## config.mk

```make
export PLATFORM = sky130hd
export DESIGN_NAME = cordic_serial_rot
export DESIGN_NICKNAME = d
export VERILOG_FILES = /design/src/rtl/cordic_pkg.sv /design/src/rtl/serial_addsub.sv /design/src/rtl/cordic_serial_rot.sv
export SDC_FILE = /design/constraint.sdc
export NUM_CORES = 1
export LEC_CHECK = 0
export CAP_MARGIN = 20
export CORE_AREA = 2 2 110 80
export DETAILED_ROUTE_END_ITERATION = 12
export DIE_AREA = 0 0 112 82
export GPL_TIMING_DRIVEN = 0
export PLACE_DENSITY = 0.76
export SLEW_MARGIN = 30
export SYNTH_ARGS = -nofsm -noshare
export SYNTH_HDL_FRONTEND = slang
export SYNTH_SLANG_ARGS = --single-unit
```

## constraint.sdc

```tcl
create_clock -name clk -period 3.55 [get_ports clk]
set_clock_uncertainty 0.05 [all_clocks]
set_input_delay 0.5325 -clock clk [delete_from_list [all_inputs] [get_ports clk]]
set_output_delay 0.5325 -clock clk [all_outputs]
set_load 0.005 [all_outputs]
```

## src/rtl/cordic_pkg.sv

```systemverilog
// Shared types and helpers for the bit-serial CORDIC micro-rotation unit.
// Optional overflow detection is enabled with the CORDIC_OVF_EN macro.
package cordic_pkg;

    typedef enum logic {
        ST_IDLE = 1'b0,
        ST_RUN  = 1'b1
    } state_t;

    // dir encoding: DIR_ADD_X means x += y>>>i, y -= x>>>i
    localparam logic DIR_ADD_X = 1'b0;
    localparam logic DIR_SUB_X = 1'b1;

    function automatic int clog2(input int value);
        int result;
        result = 0;
        while ((1 << result) < value) begin
            result = result + 1;
        end
        return result;
    endfunction

    localparam int WIDTH_DEF = 16;
    localparam int CNT_W     = clog2(WIDTH_DEF);

endpackage

```

## src/rtl/serial_addsub.sv

```systemverilog
// One bit-serial accumulator channel: rotating register, registered carry, 1-bit add/sub.
// Sticky overflow detection is built only when CORDIC_OVF_EN is defined.
module serial_addsub #(
    parameter int WIDTH = 16
) (
    input  logic             clk,
    input  logic             rst,
    input  logic             load,
    input  logic [WIDTH-1:0] load_val,
    input  logic             preset,
    input  logic             sub_in,
    input  logic             run,
    input  logic             last,
    input  logic             op_bit,
    output logic [WIDTH-1:0] acc,
    output logic             ovf
);

    logic sub_q;
    logic carry_q;
    logic b_bit;
    logic sum_bit;
    logic carry_out;

    always_comb begin
        b_bit     = op_bit ^ sub_q;
        sum_bit   = acc[0] ^ b_bit ^ carry_q;
        carry_out = (acc[0] & b_bit) | (carry_q & (acc[0] ^ b_bit));
    end

    // Subtraction is a + ~b + 1: the +1 comes from presetting the carry.
    always_ff @(posedge clk or posedge rst) begin
        if (rst) begin
            acc     <= '0;
            sub_q   <= 1'b0;
            carry_q <= 1'b0;
        end else begin
            if (load) begin
                acc <= load_val;
            end else if (run) begin
                acc <= {sum_bit, acc[WIDTH-1:1]};
            end
            if (preset) begin
                sub_q   <= sub_in;
                carry_q <= sub_in;
            end else if (run) begin
                carry_q <= carry_out;
            end
        end
    end

`ifdef CORDIC_OVF_EN
    always_ff @(posedge clk or posedge rst) begin
        if (rst) begin
            ovf <= 1'b0;
        end else if (load) begin
            ovf <= 1'b0;
        end else if (run && last && (carry_q ^ carry_out)) begin
            ovf <= 1'b1;
        end
    end
`else
    logic unused_last;
    assign unused_last = last;
    assign ovf         = 1'b0;
`endif

endmodule

```

## src/rtl/cordic_serial_rot.sv

```systemverilog
// Bit-serial CORDIC micro-rotation over X and Y, LSB-first across WIDTH cycles.
// Define CORDIC_OVF_EN to build the sticky overflow flag; otherwise ovf is tied low.
//
// state   | meaning
// IDLE    | accumulators hold result; accept load / start
// RUN     | one bit per cycle, k = 0..WIDTH-1
module cordic_serial_rot
    import cordic_pkg::*;
#(
    parameter int WIDTH = 16,
    parameter int SHW   = 5
) (
    input  logic             clk,
    input  logic             rst,
    input  logic             load,
    input  logic [WIDTH-1:0] x_in,
    input  logic [WIDTH-1:0] y_in,
    input  logic             start,
    input  logic [SHW-1:0]   shift,
    input  logic             dir,
    output logic             busy,
    output logic             done,
    output logic [WIDTH-1:0] x_out,
    output logic [WIDTH-1:0] y_out,
    output logic             ovf
);

    localparam int             K_W    = clog2(WIDTH);
    localparam logic [K_W-1:0] K_LAST = K_W'(WIDTH - 1);
    localparam logic [K_W-1:0] K_ONE  = K_W'(1);

    state_t         state_q;
    state_t         state_d;
    logic [K_W-1:0] k_q;
    logic [SHW-1:0] shift_q;
    logic           done_q;

    logic           load_acc;
    logic           start_acc;
    logic           run_en;
    logic           last_bit;
    logic [K_W-1:0] tap_idx;
    logic           x_op_bit;
    logic           y_op_bit;
    logic           x_ovf;
    logic           y_ovf;

    always_ff @(posedge clk or posedge rst) begin
        if (rst) begin
            state_q <= ST_IDLE;
        end else begin
            state_q <= state_d;
        end
    end

    always_comb begin
        state_d   = state_q;
        load_acc  = 1'b0;
        start_acc = 1'b0;
        run_en    = 1'b0;
        last_bit  = 1'b0;
        case (state_q)
            ST_IDLE: begin
                if (load) begin
                    load_acc = 1'b1;
                end else if (start) begin
                    start_acc = 1'b1;
                    state_d   = ST_RUN;
                end
            end
            ST_RUN: begin
                run_en = 1'b1;
                if (k_q == K_LAST) begin
                    last_bit = 1'b1;
                    state_d  = ST_IDLE;
                end
            end
            default: state_d = ST_IDLE;
        endcase
    end

    always_ff @(posedge clk or posedge rst) begin
        if (rst) begin
            k_q     <= '0;
            shift_q <= '0;
            done_q  <= 1'b0;
        end else begin
            done_q <= last_bit;
            if (start_acc) begin
                k_q     <= '0;
                shift_q <= shift;
            end else if (run_en) begin
                k_q <= last_bit ? '0 : k_q + K_ONE;
            end
        end
    end

    // Once the shifted bit runs past the top, keep reading the original sign bit,
    // which has rotated down to WIDTH-1-k by now.
    always_comb begin
        if (32'(k_q) + 32'(shift_q) < 32'(WIDTH)) begin
            tap_idx = K_W'(shift_q);
        end else begin
            tap_idx = K_LAST - k_q;
        end
        x_op_bit = y_out[tap_idx];
        y_op_bit = x_out[tap_idx];
    end

    serial_addsub #(.WIDTH(WIDTH)) u_x_chan (
        .clk      (clk),
        .rst      (rst),
        .load     (load_acc),
        .load_val (x_in),
        .preset   (start_acc),
        .sub_in   (dir == DIR_SUB_X),
        .run      (run_en),
        .last     (last_bit),
        .op_bit   (x_op_bit),
        .acc      (x_out),
        .ovf      (x_ovf)
    );

    serial_addsub #(.WIDTH(WIDTH)) u_y_chan (
        .clk      (clk),
        .rst      (rst),
        .load     (load_acc),
        .load_val (y_in),
        .preset   (start_acc),
        .sub_in   (dir == DIR_ADD_X),
        .run      (run_en),
        .last     (last_bit),
        .op_bit   (y_op_bit),
        .acc      (y_out),
        .ovf      (y_ovf)
    );

    assign busy = (state_q == ST_RUN);
    assign done = done_q;
    assign ovf  = x_ovf | y_ovf;

endmodule
```

==> results.json, run 1 <==
{
  "nFillCells": 759,
  "worstPathMaxFanout": 10,
  "htreeDepth": 2,
  "grt_use_total_pct": 21.1,
  "firstDrtPassIters": 5,
  "die_w_microns": 112,
  "relSlewSlack_pct": 47.4,
  "yosys_warnings": 0,
  "yosys.area.top_type": "dfrtp_1",
  "via_per_inst": 5.64,
  "grt_pass1_vias": 2883,
  "layout_commonest_cell": "clkdlybuf4s50_1",
  "synth_edf_count": 0,
  "crit_required_ns": 3.72,
  "port-buffer-count": 74,
  "grt_max_degree": 28,
  "cp-end-kind": "register",
  "most-common-layout-cells": "clkdlybuf4s50_1, dfrtp_1, nand2_1",
  "holdPathStages": 2,
  "r2r_setup_slack_ns": 0.11,
  "seq_power_share_pct": 23.8,
  "final_util_pct": 51.9,
  "dp_cells": 509,
  "gr-total-overflow": 0,
  "wl_per_cell_microns": 18.4,
  "hold-path-endpoint": "u_y_chan.sub_q",
  "dr.first_iter.drc_count": 156,
  "hold_viol": 0,
  "r2r_cells": 11,
  "root_buffer": "clkbuf_16",
  "cts_tree": "built",
  "yosysSeqAreaShare_pct": 37.3,
  "cts_buffers": 5,
  "final_cells": 517,
  "die_y_microns": 82,
  "diodes": 0,
  "finalHoldWorstSlack_ns": 0.520,
  "setup_slack_ns": 0.107,
  "drv_cap": 0,
  "via_count": 2914,
  "hpwl_mm": 7.08,
  "r2r-start": "k_q[3]",
  "critical_path_class": "reg2reg",
  "synth-main-ff-cell": "dfrtp_1",
  "intPower_mw": 2.66,
  "tightest_slew_ns": 0.788,
  "reg2reg_to": "u_y_chan.acc[15]",
  "combPwrFrac_pct": 66.0,
  "slew_viol_final": 0,
  "place.gp.congestion": 0.952,
  "num_rows": 28,
  "multi_input_area_sq_um": 1850,
  "cts.sinks": 47,
  "synth_area_leaders": "dfrtp_1, mux2i_1, o21ai_0, nand2_1, mux4_2",
  "yosysUniqueCellTypes": 66,
  "path_clk_slew_ns": 0.07,
  "fin_crit_ns": 3.44,
  "start_kind": "register",
  "antenna_found_initial": 0,
  "status": "finished clean",
  "ant_nets": 0,
  "async_flop_share_pct": 100,
  "core_area_sq_um": 8200,
  "syn_area_per_cell_sq_um": 9.58,
  "period_share_pct": 97.0,
  "wirelength_mm": 9.51,
  "die_area_sq_um": 9180,
  "hp-class": "reg2reg",
  "syn_inst": 329,
  "irDropWorstVdd_mv": 0.776,
  "p_clk_share_pct": 10.3,
  "clockBufferDepth": 2,
  "finalSetupViolations": 0,
  "io_pins": 77,
  "min_from": "u_y_chan.sub_q",
  "synth_top_area_share_pct": 37.3,
  "layout.area.seq_sq_um": 1180,
  "p_sw_mw": 2.28,
  "layout-drive-gt1-share_pct": 10.9,
  "syn_to_final_growth_pct": 34.9,
  "drc": 0,
  "start_util_pct": 38.4,
  "swShare_pct": 46.1,
  "grt_pass1_wl_mm": 15.1,
  "fmax_ghz": 0.290,
  "p_leak_nw": 1.81,
  "synth.cell_area_sq_um": 3150,
  "power.total_mw": 4.94,
  "pre_cts_ws_ns": 0.100,
  "clk_latency_ns": 0.29,
  "layout.nets": 459,
  "ys_ff_latch": 47,
  "powerDensity_nw_per_um2": 1160,
  "synth_nets": 377,
  "cp.arrival_ns": 3.61
}
-- logic make-up after synthesis --
group                      Yosys count  synth area share [%]
other                                1                 0.119
xor gates and xnor gates             2                 0.556
AOI/OAI and AO/OA                  105                  23.2
muxes                               51                  17.7
buffers and inverters               36                  5.56
adders and majority gates            6                  2.86
DFF                                 47                  37.3
and+or+nand+nor                     81                  12.6
-- stage by stage --
stage,TNS [ns],area (sq um)
final,0,4250
after global routing,-0.00655,4250
after CTS,0,4200
after detailed placement,0,4040
after global placement,0,4020
after floorplan,0,3150
-- flip-flops by register name, summed over array words and instances (netlist names) --
register / cells
u_x_chan.acc: 16
u_y_chan.acc: 16
shift_q: 5
k_q: 4
busy: 1
done: 1
u_x_chan.carry_q: 1
u_x_chan.sub_q: 1
u_y_chan.carry_q: 1
u_y_chan.sub_q: 1
-- power groups by stage --
stage / clock network, mW / registers [mW] / logic, mW
after floorplan: 0 / 1.08 / 2.10
after global placement: 0 / 1.16 / 3.02
after detailed placement: 0 / 1.17 / 3.07
after CTS: 0.509 / 1.17 / 3.09
after global routing: 0.528 / 1.22 / 3.52
final: 0.506 / 1.17 / 3.26
-- how the worst max path moves through the flow --
stage | start | endpoint | slack (ns)
after floorplan | k_q[1] | u_x_chan.acc[15] | 0.52
after global placement | k_q[1] | u_x_chan.acc[15] | 0.12
after detailed placement | k_q[1] | u_x_chan.acc[15] | 0.10
after CTS | k_q[1] | u_x_chan.acc[15] | 0.07
after global routing | k_q[3] | u_y_chan.acc[15] | -0.005
final | k_q[3] | u_y_chan.acc[15] | 0.11
-- area by class of cell --
type	instances	share of cell area (%)
Inverter	13	1.15
Clock inverter	1	0.177
Timing Repair Buffer	75	17.9
Clock buffer	7	3.59
Tap cell	105	3.09
Sequential cell	47	27.7
Multi-Input combinational cell	246	43.4
Buffer	23	2.97
-- repair_timing --
action                     in CTS  in global routing
resized for setup               0                 10
setup buffers                   0                  0
hold buffers                    0                  0
setup endpoints to repair       0                  3
-- Yosys cell counts (2+ instances only) --
cell type	n
a211oi_1	8
a21o_1	3
a21oi_1	12
a21oi_2	2
a221oi_1	2
a221oi_2	2
a22o_1	2
a22oi_1	7
and2_1	2
and3_1	5
clkbuf_1	17
dfrtp_1	47
fa_1	2
ha_1	4
inv_1	13
mux2_2	5
mux2i_1	41
mux4_2	3
nand2_1	45
nand2b_1	2
nand3_1	6
nor2_1	6
nor2b_1	3
o2111ai_1	2
o21ai_0	44
o22ai_1	2
o31ai_1	2
or3_1	2
-- critical path, stage by stage (launching register included) --
cell	delay, ns
dfrtp_1	0.48
ha_1	0.31
nor4_4	0.43
a22o_4	0.23
buf_8	0.16
mux2_1	0.40
o2111ai_1	0.11
o22ai_1	0.12
a311oi_2	0.31
xnor2_1	0.18
fa_1	0.45
a21oi_1	0.15
-- routing by layer --
metal  track usage [%]  part of all wire [%]  up-vias
met3              3.62                   7.0        4
met5                 0                     0        -
met1              29.9                    48     1400
met2              34.3                    44      133
li1                  -                     -     1377
met4              4.39                  0.49        0
No activity file was read; power rests on OpenSTA's default activity.
==> run 2: changes to the inputs <==
- CELL_PAD_IN_SITES_DETAIL_PLACEMENT: default -> 1
- CELL_PAD_IN_SITES_GLOBAL_PLACEMENT: default -> 2
- CORE_AREA: 2 2 110 80 -> 2 2 126 91
- DIE_AREA: 0 0 112 82 -> 0 0 128 93
- PLACE_DENSITY: 0.76 -> 0.9
- SETUP_SLACK_MARGIN: default -> 0.3
==> run 2 against run 1 <==
Effect of this change:
- maximum frequency rose by 5.5%
- setup slack gained 0.18 ns
- critical endpoint is now u_x_chan.acc[15]
- cell count increased by 8.7%
- cell area increased by 6.5%
- sequential cell count unchanged
- largest power group unchanged
- power up 14%
- core utilization shrank 9.7 points
- combinational power grew 21%
- register-to-register slack better by 0.18 ns
- sequential power is essentially flat
- sequential share of layout area shrank 1.6 points
==> results.json, run 2 (same netlist as run 1, synthesis figures left out) <==
{
  "dp_cells": 539,
  "firstDrtPassIters": 4,
  "path_clk_slew_ns": 0.07,
  "layout-drive-gt1-share_pct": 15.7,
  "hold_viol": 0,
  "pre_cts_ws_ns": 0.0733,
  "tightest_slew_ns": 0.849,
  "worstPathMaxFanout": 6,
  "layout_commonest_cell": "clkdlybuf4s50_1",
  "wirelength_mm": 11.3,
  "diodes": 0,
  "die_y_microns": 93,
  "antenna_found_initial": 0,
  "powerDensity_nw_per_um2": 1240,
  "most-common-layout-cells": "clkdlybuf4s50_1, nand2_1, o21ai_0, dfrtp_1, mux2i_1",
  "final_util_pct": 42.2,
  "fmax_ghz": 0.306,
  "finalSetupViolations": 0,
  "start_kind": "register",
  "crit_chain": "ha_2 -> o21ai_4 -> buf_12 -> a221oi_4 -> a21o_2 -> mux2i_1 -> a31oi_1 -> a211o_1 -> o211ai_2 -> fa_1 -> a21oi_1",
  "die_area_sq_um": 11900,
  "relSlewSlack_pct": 43.4,
  "ant_nets": 0,
  "holdPathStages": 2,
  "fin_area_sq_um": 4530,
  "setup_slack_ns": 0.286,
  "dr.first_iter.drc_count": 231,
  "num_rows": 32,
  "wl_per_cell_microns": 20.1,
  "cts_tree": "built",
  "period_share_pct": 91.9,
  "via_per_inst": 5.43,
  "die_w_microns": 128,
  "grt_max_degree": 48,
  "critPathBufInv": 1,
  "clk_latency_ns": 0.30,
  "critical-path-top-delay-family": "compound AO/OA/AOI/OAI gates",
  "finalHoldWorstSlack_ns": 0.520,
  "port-buffer-count": 74,
  "via_count": 3050,
  "core_area_sq_um": 10700,
  "path_depth": 11,
  "place.gp.congestion": 0.850,
  "status": "finished clean",
  "cts.sinks": 47,
  "tns_ns": 0,
  "start_util_pct": 29.4,
  "rsz0062_at_grt": "yes",
  "clockBufferDepth": 2,
  "cts_buffers": 5,
  "grt_pass1_vias": 3109,
  "hold_buffers": 0,
  "root_buffer": "clkbuf_16",
  "cp.arrival_ns": 3.45,
  "critical_path_class": "reg2reg",
  "syn_to_final_growth_pct": 43.7,
  "drc": 0,
  "layout.nets": 473,
  "crit_required_ns": 3.73,
  "drv_cap": 0,
  "fin_crit_ns": 3.26,
  "slew_viol_final": 0,
  "io_pins": 77,
  "power.total_mw": 5.62,
  "hpwl_mm": 8.08,
  "irDropWorstVdd_mv": 0.453,
  "p_leak_nw": 1.90,
  "gr-total-overflow": 0,
  "top_regs": "u_x_chan.acc x16, u_y_chan.acc x16, shift_q x5",
  "cpPeakStageDelay_ns": 0.45,
  "slowest_stage": "fa_1",
  "grt_pass1_wl_mm": 17.3,
  "place_area_sq_um": 4070,
  "htreeDepth": 2,
  "hp-class": "reg2reg",
  "cp-end-kind": "register",
  "final_cells": 562,
  "grt_use_total_pct": 18.8,
  "r2r_cells": 11
}
==> run 2: cell types whose count changed in the layout (fill, tap and decap cells not counted), moves of 2 or more <==
cell | before | now
ha_4 | 0 | 2
a221oi_1 | 2 | 0
nor2_4 | 0 | 2
dfrtp_1 | 46 | 44
ha_1 | 4 | 1
clkbuf_16 | 5 | 7
dfrtp_2 | 1 | 3
nor2_2 | 2 | 0
clkbuf_8 | 2 | 0
buf_4 | 1 | 12
==> run 2: final timing paths <==
check	startpoint	endpoint	slack (ns)
max	k_q[2]	u_x_chan.acc[15]	0.29
min	u_y_chan.sub_q	u_y_chan.sub_q	0.52
max reg2reg	k_q[2]	u_x_chan.acc[15]	0.29
min reg2reg	u_y_chan.sub_q	u_y_chan.sub_q	0.52
max in group asynchronous	rst	k_q[2]	2.39
min in group asynchronous	rst	u_y_chan.acc[3]	0.61
==> run 2: where the power goes <==
group	internal, mW	switching [mW]
clock	0.264	0.217
sequential	0.819	0.368
combinational	1.94	2.01
total	3.03	2.59
==> run 2: what timing repair did <==
item / in CTS / in global routing
gates cloned: 0 / 2
gates resized for setup: 18 / 11
setup endpoints to repair: 4 / 4
pin swaps: 4 / 8
setup buffers: 4 / 9
==> run 2: layout make-up <==
class                           count  area [sq um]
Tap cell                          136           170
Inverter                           13          51.3
Clock inverter                      2          16.3
Multi-Input combinational cell    246          1950
Fill cell                        1239          6200
Clock buffer                        6           129
Timing Repair Buffer               89           905
Buffer                             23           131
Sequential cell                    47          1180
==> run 2: tightest hold or removal path, stage by stage, from the launching register on <==
cell     delay (ns)
dfrtp_1        0.37
o21ai_0        0.09
o31ai_1        0.08
==> run 2: metal layers <==
metal  vias to the layer above  wire, microns  part of all wire, %  track usage (%)
met1                      1518           5250                   46             27.1
met5                         -              0                    0                0
li1                       1406              -                    -                -
met3                        15            647                  5.7             3.32
met2                       111           5240                   46             29.4
met4                         0            173                  1.5             4.49
